`src/rtl/fp_mul_arb_pkg.sv`:
```
// Shared types for the FP multiplier arbiter: fp32 layout, rounding modes and
// the tagged result entry held in the result FIFO.
// No ports; imported by fp_mul_res_fifo and fp_mul_arbiter.
package fp_mul_arb_pkg;

    // Widest requester tag the arbiter supports (NREQ up to 8).
    localparam int MAX_IDW = 3;

    typedef struct packed {
        logic        sign;
        logic [7:0]  exp;
        logic [22:0] frac;
    } fp32_t;

    typedef enum logic [2:0] {
        RNE = 3'b000,
        RTZ = 3'b001,
        RDN = 3'b010,
        RUP = 3'b011,
        RMM = 3'b100
    } rmode_e;

    typedef struct packed {
        fp32_t              z;
        logic               ovrf;
        logic               udrf;
        logic [MAX_IDW-1:0] id;
    } res_entry_t;

endpackage

```
`src/rtl/fp_mul_res_fifo.sv`:
```
// Synchronous result FIFO of tagged multiplier results.
// Latency: a push is visible at the head the cycle after it is written.
// Backpressure: none internally; the caller's credit check keeps pushes off a full FIFO.
// Ports: clk/rst, i_push + i_push_dat, i_pop, o_head_dat, o_count, o_full, o_empty.
module fp_mul_res_fifo
    import fp_mul_arb_pkg::*;
#(
    parameter int DEPTH = 4,
    parameter int AW    = $clog2(DEPTH)
) (
    input  logic         clk,
    input  logic         rst,
    input  logic         i_push,
    input  res_entry_t   i_push_dat,
    input  logic         i_pop,
    output res_entry_t   o_head_dat,
    output logic [AW:0]  o_count,
    output logic         o_full,
    output logic         o_empty
);

    res_entry_t    r_mem [DEPTH];
    logic [AW-1:0] r_wr_ptr;
    logic [AW-1:0] r_rd_ptr;
    logic [AW:0]   r_count;
    logic [AW-1:0] w_last_ptr;
    logic          w_pop;

    assign o_count    = r_count;
    assign o_empty    = (r_count == '0);
    assign o_full     = (r_count == (AW+1)'(DEPTH));
    assign w_pop      = i_pop && !o_empty;
    assign w_last_ptr = r_rd_ptr - 1'b1;

    // When empty, keep showing the entry most recently popped; it stays intact
    // because the next push lands on r_rd_ptr, not on the slot behind it.
    assign o_head_dat = o_empty ? r_mem[w_last_ptr] : r_mem[r_rd_ptr];

    always_ff @(posedge clk or posedge rst) begin
        if (rst) begin
            r_wr_ptr <= '0;
            r_rd_ptr <= '0;
            r_count  <= '0;
            for (int i = 0; i < DEPTH; i++) begin
                r_mem[i] <= '0;
            end
        end else begin
            if (i_push) begin
                r_mem[r_wr_ptr] <= i_push_dat;
                r_wr_ptr        <= r_wr_ptr + 1'b1;
            end
            if (w_pop) begin
                r_rd_ptr <= r_rd_ptr + 1'b1;
            end
            case ({i_push, w_pop})
                2'b10:   r_count <= r_count + 1'b1;
                2'b01:   r_count <= r_count - 1'b1;
                default: r_count <= r_count;
            endcase
        end
    end

endmodule

```
`src/rtl/fp_mul_arbiter.sv`:
```
// Round-robin share of one combinational fp32 multiplier among NREQ requesters.
// Latency: accept at t -> result at FIFO head (out_valid) at t+2.
// Backpressure: credit-based; req_ready drops when FIFO entries + issue slot reach FIFO_DEPTH.
// Ports: req_* (valid/ready requests), mul_* (to/from multiplier), out_* (valid/ready results).
// Optional: define FP_MUL_ARB_STICKY_EXC_EN to add exc_clr/exc_sticky per-requester
// sticky {ovrf,udrf} flags, set on pop and cleared (with priority) by exc_clr.
module fp_mul_arbiter
    import fp_mul_arb_pkg::*;
#(
    parameter int NREQ       = 2,
    parameter int FIFO_DEPTH = 4,
    parameter int IDW        = $clog2(NREQ)
) (
    input  logic               clk,
    input  logic               rst,
    input  logic [NREQ-1:0]    req_valid,
    output logic [NREQ-1:0]    req_ready,
    input  logic [NREQ*32-1:0] req_x,
    input  logic [NREQ*32-1:0] req_y,
    input  logic [NREQ*3-1:0]  req_rmode,
    output logic [31:0]        mul_x,
    output logic [31:0]        mul_y,
    output logic [2:0]         mul_rmode,
    input  logic [31:0]        mul_z,
    input  logic               mul_ovrf,
    input  logic               mul_udrf,
    output logic               out_valid,
    input  logic               out_ready,
    output logic [31:0]        out_z,
    output logic               out_ovrf,
    output logic               out_udrf,
`ifdef FP_MUL_ARB_STICKY_EXC_EN
    input  logic [NREQ-1:0]    exc_clr,
    output logic [2*NREQ-1:0]  exc_sticky,
`endif
    output logic [IDW-1:0]     out_id
);

    localparam int CW = $clog2(FIFO_DEPTH) + 1;

    logic [CW-1:0]  w_count;
    logic           w_full;
    logic           w_empty;
    logic           w_pop;
    logic           w_credit;
    logic           w_gnt_vld;
    logic [IDW-1:0] w_gnt_idx;
    logic [31:0]    w_sel_x;
    logic [31:0]    w_sel_y;
    logic [2:0]     w_sel_rmode;
    res_entry_t     w_push_dat;
    res_entry_t     w_head;

    logic           r_iss_vld;
    logic [31:0]    r_iss_x;
    logic [31:0]    r_iss_y;
    rmode_e         r_iss_rmode;
    logic [IDW-1:0] r_iss_id;
    logic [IDW-1:0] r_rr_ptr;

    // The in-flight issue slot reserves a FIFO entry, so the multiplier result
    // always has somewhere to go regardless of out_ready.
    assign w_credit = !w_full && ((w_count + CW'(r_iss_vld)) < CW'(FIFO_DEPTH));

    // Round robin: pick the valid requester closest to r_rr_ptr going upward.
    always_comb begin : arb
        int best;
        best        = NREQ;
        w_gnt_idx   = '0;
        w_sel_x     = '0;
        w_sel_y     = '0;
        w_sel_rmode = '0;
        for (int j = 0; j < NREQ; j++) begin
            if (req_valid[j] && (((j + NREQ - int'(r_rr_ptr)) % NREQ) < best)) begin
                best        = (j + NREQ - int'(r_rr_ptr)) % NREQ;
                w_gnt_idx   = IDW'(j);
                w_sel_x     = req_x[32*j +: 32];
                w_sel_y     = req_y[32*j +: 32];
                w_sel_rmode = req_rmode[3*j +: 3];
            end
        end
        w_gnt_vld = w_credit && (best < NREQ);
        req_ready = '0;
        for (int j = 0; j < NREQ; j++) begin
            req_ready[j] = w_gnt_vld && (w_gnt_idx == IDW'(j));
        end
    end

    // Issue stage: operands held here drive the multiplier for one cycle;
    // they keep their last values while idle.
    always_ff @(posedge clk or posedge rst) begin
        if (rst) begin
            r_iss_vld   <= 1'b0;
            r_iss_x     <= '0;
            r_iss_y     <= '0;
            r_iss_rmode <= RNE;
            r_iss_id    <= '0;
            r_rr_ptr    <= '0;
        end else begin
            r_iss_vld <= w_gnt_vld;
            if (w_gnt_vld) begin
                r_iss_x     <= w_sel_x;
                r_iss_y     <= w_sel_y;
                r_iss_rmode <= rmode_e'(w_sel_rmode);
                r_iss_id    <= w_gnt_idx;
                r_rr_ptr    <= (w_gnt_idx == IDW'(NREQ-1)) ? '0 : w_gnt_idx + 1'b1;
            end
        end
    end

    assign mul_x     = r_iss_x;
    assign mul_y     = r_iss_y;
    assign mul_rmode = r_iss_rmode;

    always_comb begin
        w_push_dat      = '0;
        w_push_dat.z    = fp32_t'(mul_z);
        w_push_dat.ovrf = mul_ovrf;
        w_push_dat.udrf = mul_udrf;
        w_push_dat.id   = MAX_IDW'(r_iss_id);
    end

    assign w_pop = !w_empty && out_ready;

    fp_mul_res_fifo #(
        .DEPTH (FIFO_DEPTH)
    ) u_res_fifo (
        .clk        (clk),
        .rst        (rst),
        .i_push     (r_iss_vld),
        .i_push_dat (w_push_dat),
        .i_pop      (w_pop),
        .o_head_dat (w_head),
        .o_count    (w_count),
        .o_full     (w_full),
        .o_empty    (w_empty)
    );

    assign out_valid = !w_empty;
    assign out_z     = w_head.z;
    assign out_ovrf  = w_head.ovrf;
    assign out_udrf  = w_head.udrf;
    assign out_id    = IDW'(w_head.id);

`ifdef FP_MUL_ARB_STICKY_EXC_EN
    logic [2*NREQ-1:0] r_exc_sticky;

    always_ff @(posedge clk or posedge rst) begin
        if (rst) begin
            r_exc_sticky <= '0;
        end else begin
            for (int j = 0; j < NREQ; j++) begin
                if (exc_clr[j]) begin
                    r_exc_sticky[2*j +: 2] <= 2'b00;
                end else if (w_pop && (w_head.id == MAX_IDW'(j))) begin
                    r_exc_sticky[2*j +: 2] <= r_exc_sticky[2*j +: 2] | {w_head.ovrf, w_head.udrf};
                end
            end
        end
    end

    assign exc_sticky = r_exc_sticky;
`endif

endmodule
```
`config.mk`:
```
export PLATFORM = sky130hd
export DESIGN_NAME = fp_mul_arbiter
export DESIGN_NICKNAME = d
export VERILOG_FILES = /design/src/rtl/fp_mul_arb_pkg.sv /design/src/rtl/fp_mul_res_fifo.sv /design/src/rtl/fp_mul_arbiter.sv
export SDC_FILE = /design/constraint.sdc
export NUM_CORES = 1
export LEC_CHECK = 0
export CORE_MARGIN = 5
export CORE_UTILIZATION = 55
export DETAILED_ROUTE_END_ITERATION = 10
export DONT_BUFFER_PORTS = 1
export PLACE_DENSITY = 0.79
export SYNTH_ARGS = -nofsm -noshare
export SYNTH_HDL_FRONTEND = slang
export SYNTH_HIERARCHICAL = 1
export SYNTH_SLANG_ARGS = --single-unit
```
`constraint.sdc`:
```
create_clock -name clk -period 7.25 [get_ports clk]
set_input_delay 2.175 -clock clk [delete_from_list [all_inputs] [get_ports clk]]
set_output_delay 2.175 -clock clk [all_outputs]
set_load 0.01 [all_outputs]
```
==> results of run 1 <==
[worst max-delay path, cell delays in order, from the launching register on]
cell and delay [ns]:
dfrtp_1 0.43, or3_4 0.57, inv_4 0.33, and2_1 0.71, mux2_4 0.44, a221o_1 0.27
[routing by layer]
layer | vias to the layer above | track usage, % | share of wire [%]
met5 | - | 0 | 0
met2 | 232 | 37.3 | 51
met3 | 29 | 6.87 | 8.7
met1 | 3367 | 27.2 | 39
met4 | 0 | 5.92 | 1.7
li1 | 3039 | - | -
[power by group through the flow]
| stage | clock (mW) | sequential, mW | combinational, mW |
|---|---|---|---|
| floorplan | 0 | 2.19 | 2.01 |
| global placement | 0 | 2.36 | 2.25 |
| detailed placement | 0 | 2.38 | 2.32 |
| CTS | 1.21 | 2.37 | 2.33 |
| global route | 1.25 | 2.46 | 2.55 |
| finish | 1.17 | 2.37 | 2.30 |
[path summary, 6_finish.rpt]
path	endpoint	slack, ns	from
min in group asynchronous	mul_y[23]	1.46	rst
worst max-delay path	out_z[1]	1.81	u_res_fifo/o_count[0]
worst max register to register	r_iss_id	4.66	r_iss_vld
max in group asynchronous	u_res_fifo/r_mem[74]	4.35	rst
worst min-delay path	u_res_fifo/r_mem[128]	0.50	u_res_fifo/r_mem[128]
worst min register to register	u_res_fifo/r_mem[128]	0.50	u_res_fifo/r_mem[128]
[area by class of cell]
class / count / area [um^2]
repair buffers: 7 / 52.6
clock inverters: 8 / 119
multi-input cells: 517 / 4400
clock buffers: 30 / 632
well taps: 234 / 293
inverters: 79 / 304
flip-flops and latches: 217 / 5430
diodes: 3 / 7.51
fillers: 1482 / 7400
[registers in the layout, summed over array words and instances (netlist names)]
signal,count
mul_x,32
mul_rmode,3
r_rr_ptr,1
mul_y,32
r_iss_id,1
u_res_fifo/o_count,3
u_res_fifo/r_wr_ptr,2
u_res_fifo/r_rd_ptr,2
r_iss_vld,1
u_res_fifo/r_mem,140
[per-stage QoR]
step	utilization [%]	setup WS, ns
after CTS	60.2	1.76
after detailed placement	56.2	1.93
after global routing	60.3	1.68
after floorplan	-	1.12
after global placement	56.2	1.96
final	60.3	1.81
==> results.toml, run 1 <==
[setup_path]
start_kind = "flip-flop"
ff2ff_path_depth = 5
required_ns = 5.08
end_kind = "output port"
path_max_fanout = 35
worstSetupPathType = "flip-flop to output port"
worstPathArrival_ns = 3.27

[flow_run]
drv_cap = 0

[outcome]
outcome = "complete, no violations"

[logic_synthesis]
netlist_instances = 874
avgSynthCellArea_um2 = 11.9
yosysWarnings = 6
netlist_area_mm2 = 0.0104
syn_nets = 1053

[drt]
wire_per_inst_um = 22.2
routed_wl_mm = 24.4
first_pass_iters = 5
drc = 0
drt_iter0_markers = 393
antenna_left = 0
vias = 6667
drt-vias-per-instance = 6.09

[pwr]
peakVddDrop_mv = 0.356
swShare_pct = 38.1
p_clk_share_pct = 20.1
seqPwrFrac_pct = 40.6
netSwitchingPower_mw = 2.23
power.leakage_nw = 5.21
p_per_area_mw_per_mm2 = 520
total_power_mw = 5.84
power_frac_comb_pct = 39.3
p_int_mw = 3.62

[placed_design]
io_buffers = 0
gp_congestion = 0.796
post-place-cells = 1054
dp_hpwl_mm = 16.5
place_area_mm2 = 0.0105

[clocking]
ctsHoldBuffers = 0
clk_path_buf_depth = 3
cts_tree = "built"
ctsResizeCount = 0
cts_made_buffers = 23
cts.sinks = 217
clock_latency_ns = 0.50
postCtsSetupRepairBufs = 0
clk_pin_slew_worst_paths_ns = 0.06
cts_root_buf = "clkbuf_16"
htreeDepth = 1

[timing]
finalHoldViolCount = 0
rsz0062_at_grt = "false"
finalCriticalPeriod_ns = 5.44
skew_ns = 0.0110
setup_viol = 0
fmax_mhz = 184
slew_viol_final = 0
timing.hold.ws_ns = 0.502
tightest_slew_ns = 1.04
fin_setup_tns_ns = 0
slew_headroom_pct = 30.7
fin_crit_sh_pct = 75.1

[layout]
mostFrequentLayoutCell = "dfrtp_1"
instances_no_fill = 1095
final_nets = 1024
area_growth_pct = 8.01
final_cell_mix = "dfrtp_1, mux2_2, mux2i_1"
fin_area_mm2 = 0.0112
drive_gt1_share_pct = 23.3

[die]
dieHeight_um = 148
dieArea_mm2 = 0.0218
std_cell_rows = 50
pin_count = 278
coreArea_mm2 = 0.0186
dieWidth_um = 148
initial_core_util_pct = 55.8

[grt]
track_usage_pct = 21.9
grt_max_degree = 99
antenna_found_initial = 2
grt_overflow = 0
grt_first_pass_wirelength_mm = 38.7
grt_pass1_vias = 7037

[hold_path]
hold_class = "flip-flop to flip-flop"
hold_path_depth = 1
Note: power is estimated with default switching activity, not from simulation.
==> run 2, diff against run 1 <==
--- a/config.mk
+++ b/config.mk
@@ -9,7 +9,7 @@
 export CORE_UTILIZATION = 55
 export DETAILED_ROUTE_END_ITERATION = 10
 export DONT_BUFFER_PORTS = 1
-export PLACE_DENSITY = 0.79
+export PLACE_DENSITY = 0.82
 export SYNTH_ARGS = -nofsm -noshare
 export SYNTH_HDL_FRONTEND = slang
 export SYNTH_HIERARCHICAL = 1
==> constraint.sdc (replaced) <==
create_clock -name clk -period 4.77 [get_ports clk]
set_input_delay 1.431 -clock clk [delete_from_list [all_inputs] [get_ports clk]]
set_output_delay 1.431 -clock clk [all_outputs]
set_load 0.01 [all_outputs]
==> run 2 against run 1 <==
Combinational power grew 54%; core utilization grew 0.62 points; register-to-register slack lost 2.6 ns.
==> results.toml, run 2 (synthesized netlist as in run 1, its figures left out) <==
[timing]
timing.hold.ws_ns = 0.503
setup_viol = 0
fin_crit_sh_pct = 88.0
rsz0062_at_grt = "false"
skew_ns = 0.00815
finalHoldViolCount = 0
fmax_mhz = 238
finalCriticalPeriod_ns = 4.20
fin_setup_tns_ns = 0
slew_viol_final = 0
slew_headroom_pct = 30.4
tightest_slew_ns = 1.04

[setup_path]
worstSetupPathType = "flip-flop to output port"
required_ns = 3.34
critPathLaunch = "u_res_fifo/o_count[0]"
r2r_slack_ns = 2.04
worstPathArrival_ns = 2.77
r2r-start = "r_iss_vld"
cp-endpoint = "out_z[4]"
start_kind = "flip-flop"
ff2ff_path_depth = 6
slowest_stage = "or3_4"
r2r-end = "r_iss_id"
path_max_fanout = 35
max_stage_delay_ns = 0.56
path_cells = "or3_4, inv_4, o22ai_2, buf_4, a221o_1"
end_kind = "output port"

[grt]
antenna_found_initial = 1
grt_busiest_layer = "met2"
grt_overflow = 0
grt_pass1_vias = 7313
grt_first_pass_wirelength_mm = 40.5
use_met2_pct = 39.3
grt_use_met3_pct = 8.00
track_usage_pct = 23.2
gr-usage-met1_pct = 28.3
grt_max_degree = 59

[layout]
multi_input_area_mm2 = 0.00440
postLayoutCoreUtil_pct = 60.9
regArea_mm2 = 0.00543
area_growth_pct = 9.11
largest_register_ffs = 140
n_fill_cell = 1479
final_cell_mix = "dfrtp_1, mux2_2, mux2i_1"
top_register = "u_res_fifo/r_mem"
mostFrequentLayoutCell = "dfrtp_1"
drive_gt1_share_pct = 24.4
final_nets = 1031

[placed_design]
io_buffers = 0
dp_hpwl_mm = 17.9
gp_congestion = 0.825

[drt]
first_pass_iters = 7
vias = 6832
antenna_left = 0
wire_per_inst_um = 23.3
drt-vias-per-instance = 6.19
drc = 0
drt_iter0_markers = 409
routed_wl_mm = 25.7

[outcome]
outcome = "complete, no violations"

[pwr]
peakVddDrop_mv = 0.569
power.leakage_nw = 5.28
p_per_area_mw_per_mm2 = 797

[clocking]
htreeDepth = 1
ctsHoldBuffers = 0
clock_latency_ns = 0.50
cts_made_buffers = 24
clk_path_buf_depth = 3
cts_root_buf = "clkbuf_16"
clk_pin_slew_worst_paths_ns = 0.06
ctsResizeCount = 0
cts_tree = "built"
postCtsSetupRepairBufs = 0
cts.sinks = 217

[flow_run]
drv_cap = 0

[die]
initial_core_util_pct = 55.8
dieWidth_um = 148
dieHeight_um = 148
pin_count = 278
dieArea_mm2 = 0.0218
coreArea_mm2 = 0.0186
std_cell_rows = 50

[hold_path]
hold_class = "flip-flop to flip-flop"
==> run 2: changes by cell type in the layout (fill, tap and decap cells not counted), sizes merged <==
cell	delta
diode	-2
buf	+6
clkbuf	-1
clkinvlp	+2
inv	-1
clkinv	+5
==> run 2: area by class of cell <==
class / instances / share of cell area, %
tap: 234 / 2.58
clock buffer: 29 / 5.73
antenna: 1 / 0.0220
inverter: 79 / 2.67
clock inverter: 14 / 1.33
sequential: 217 / 47.8
multi-input combinational: 517 / 38.7
timing repair buffer: 13 / 1.08
==> run 2: worst min-delay path by stage <==
stage / from / endpoint / slack, ns / cells past startpoint
2_1_floorplan: u_res_fifo/r_mem[111] / u_res_fifo/r_mem[111] / 0.48 / 1
3_3_place_gp: u_res_fifo/r_mem[130] / u_res_fifo/r_mem[130] / 0.49 / 1
3_5_place_dp: u_res_fifo/r_mem[136] / u_res_fifo/r_mem[136] / 0.49 / 1
4_1_cts: u_res_fifo/r_mem[136] / u_res_fifo/r_mem[136] / 0.51 / 1
5_1_grt: u_res_fifo/r_mem[126] / u_res_fifo/r_mem[126] / 0.51 / 1
6_report: u_res_fifo/r_mem[126] / u_res_fifo/r_mem[126] / 0.50 / 1
==> run 2: report_power, final <==
| part | internal, mW | switching, mW |
|---|---|---|
| Clock | 1.13 | 0.724 |
| Combinational | 1.64 | 1.90 |
| Sequential | 2.79 | 0.857 |
==> run 2: through the flow <==
step	setup WS [ns]	cells	total power, mW	instance area [um^2]
after floorplan	1.26	874	6.39	10400
after global placement	1.19	1060	7.03	10600
after detailed placement	1.11	1060	7.21	10600
after CTS	0.562	1103	9.11	11400
after global routing	0.412	1104	9.66	11400
final	0.572	1104	9.04	11400
==> run 2: routing by layer <==
layer	vias to the layer above	routed length [um]	share of wire, %
met5	-	0	0
met4	0	489	1.9
met3	42	2480	9.7
met2	302	13100	51
met1	3429	9620	37
li1	3059	-	-
==> run 2: critical path, delay by kind of cell, from the launching register on <==
kind,cells,cell delay [ns]
compound gates,2,0.63
buf+inv,2,0.61
simple gates,1,0.56
flops,1,0.42
==> run 3, diff against run 2 <==
--- a/config.mk
+++ b/config.mk
@@ -6,10 +6,11 @@
 export NUM_CORES = 1
 export LEC_CHECK = 0
 export CORE_MARGIN = 5
-export CORE_UTILIZATION = 55
+export CORE_UTILIZATION = 50
 export DETAILED_ROUTE_END_ITERATION = 10
 export DONT_BUFFER_PORTS = 1
-export PLACE_DENSITY = 0.82
+export PLACE_DENSITY = 0.77
+export REMOVE_ABC_BUFFERS = 1
 export SYNTH_ARGS = -nofsm -noshare
 export SYNTH_HDL_FRONTEND = slang
 export SYNTH_HIERARCHICAL = 1
==> run 3 against run 2 <==
Cell count rose by 3.0%; critical path type unchanged; cell area barely moved; fmax fell by 4.2%; highest routed layer unchanged; first-iteration DRC count fell by 6.1%; sequential cell count did not move; clock skew fell by 0.00066 ns; via count fell by 2.4%; combinational power barely moved; critical path depth did not move; sequential share of layout area barely moved.
==> results.toml, run 3 (synthesized netlist as in run 1, its figures left out) <==
[die]
dieHeight_um = 154
dieWidth_um = 154
dieArea_mm2 = 0.0238
std_cell_rows = 52
coreArea_mm2 = 0.0204
initial_core_util_pct = 51.1
pin_count = 278

[layout]
top_register = "u_res_fifo/r_mem"
postLayoutCoreUtil_pct = 55.7
antenna_cells = 0
area_growth_pct = 9.09
drive_gt1_share_pct = 23.6
mostFrequentLayoutCell = "dfrtp_1"
largest_register_ffs = 140
final_cell_mix = "dfrtp_1, mux2_2, mux2i_1"
final_nets = 1030
fin_area_mm2 = 0.0114

[placed_design]
dp_hpwl_mm = 16.9
place_area_mm2 = 0.0106
io_buffers = 0
gp_congestion = 0.783

[clocking]
cts_root_buf = "clkbuf_16"
cts_tree = "built"
htreeDepth = 1
ctsHoldBuffers = 0
clock_latency_ns = 0.51
ctsResizeCount = 0
postCtsSetupRepairBufs = 0
clk_pin_slew_worst_paths_ns = 0.06
cts_made_buffers = 24
cts.sinks = 217
clk_path_buf_depth = 3

[drt]
drt-vias-per-instance = 5.87
routed_wl_mm = 25.0
antenna_left = 0
first_pass_iters = 4
vias = 6669
wire_per_inst_um = 22.0
drc = 0
drt_iter0_markers = 384

[timing]
finalCriticalPeriod_ns = 4.38
fin_setup_tns_ns = 0
setup_viol = 0
slew_headroom_pct = 32.2
fmax_mhz = 228
fin_crit_sh_pct = 91.9
slew_viol_final = 0
tightest_slew_ns = 1.01
timing.hold.ws_ns = 0.504
skew_ns = 0.00748
rsz0062_at_grt = "false"
finalHoldViolCount = 0

[grt]
grt_first_pass_wirelength_mm = 39.3
track_usage_pct = 20.4
antenna_found_initial = 0
grt_max_degree = 99
grt_overflow = 0
grt_pass1_vias = 7030

[setup_path]
path_max_fanout = 35
cp_num_buf_inv = 1
max_stage_delay_ns = 0.65
start_kind = "flip-flop"
slowest_stage = "and2_1"
worstPathArrival_ns = 2.95
worstSetupPathType = "flip-flop to output port"
crit_family = "simple AND/OR/NAND/NOR gates"
required_ns = 3.34
path_cells = "or3_4, inv_4, and2_1, a211oi_1, o21ai_0"
end_kind = "output port"

[hold_path]
hold_class = "flip-flop to flip-flop"

[pwr]
total_power_mw = 9.01
peakVddDrop_mv = 0.303
power.leakage_nw = 5.25
p_per_area_mw_per_mm2 = 794

[flow_run]
drv_cap = 0

[outcome]
outcome = "complete, no violations"
## run 3: cell count changes in the layout (fill, tap and decap cells not counted)
| cell | change |
|---|---|
| buf_4 | +1 |
| clkinvlp_4 | -2 |
| diode_2 | -1 |
| clkbuf_16 | -1 |
| clkbuf_8 | +1 |
| clkinv_2 | -6 |
| buf_12 | -2 |
| clkbuf_1 | +5 |
| inv_6 | +1 |
| clkinv_8 | +1 |
## run 3: worst reg2reg max path, delay by kind of cell, from the launching register on
kind          cells  cell delay (ns)
fa+ha+maj         2             0.64
buf+inv           3             0.47
flops             1             0.42
mux               1             0.21
simple gates      3             0.83
## run 3: layout make-up
cell class	instances	area [um^2]
timing repair buffer	12	90.1
clock inverter	8	130
fill	1716	9010
inverter	79	304
clock buffer	34	658
tap	270	338
sequential	217	5430
multi-input combinational	517	4400
## run 3: where the power goes
group | internal [mW] | leakage, nW | switching, mW | total [mW]
registers | 2.79 | 2.58 | 0.805 | 3.59
logic | 1.64 | 2.28 | 1.93 | 3.57
clock network | 1.12 | 0.385 | 0.720 | 1.85
## run 3: path summary, 6_finish.rpt
check / cells after the start / end / slack [ns] / from
min: 1 / u_res_fifo/r_mem[141] / 0.50 / u_res_fifo/r_mem[141]
min reg2reg: 1 / u_res_fifo/r_mem[141] / 0.50 / u_res_fifo/r_mem[141]
max: 5 / out_z[15] / 0.39 / u_res_fifo/o_count[0]
max reg2reg: 9 / u_res_fifo/o_count[1] / 2.09 / u_res_fifo/o_count[0]
min in group asynchronous: 1 / mul_y[4] / 0.94 / rst
max in group asynchronous: 2 / u_res_fifo/r_mem[65] / 2.88 / rst
## run 3: per-stage QoR
step                setup WS, ns  instances
finish                     0.387       1137
global route               0.249       1137
CTS                        0.352       1137
detailed placement         0.922       1095
global placement           0.929       1095
floorplan                 -0.612        813
## run 3: layer usage
metal	part of all wire, %	routed length (um)	GRT usage (%)
met1	39	9780	24.8
met2	50	12500	35.3
met3	8.7	2170	6.76
met4	2.0	507	5.09
met5	0	0	0
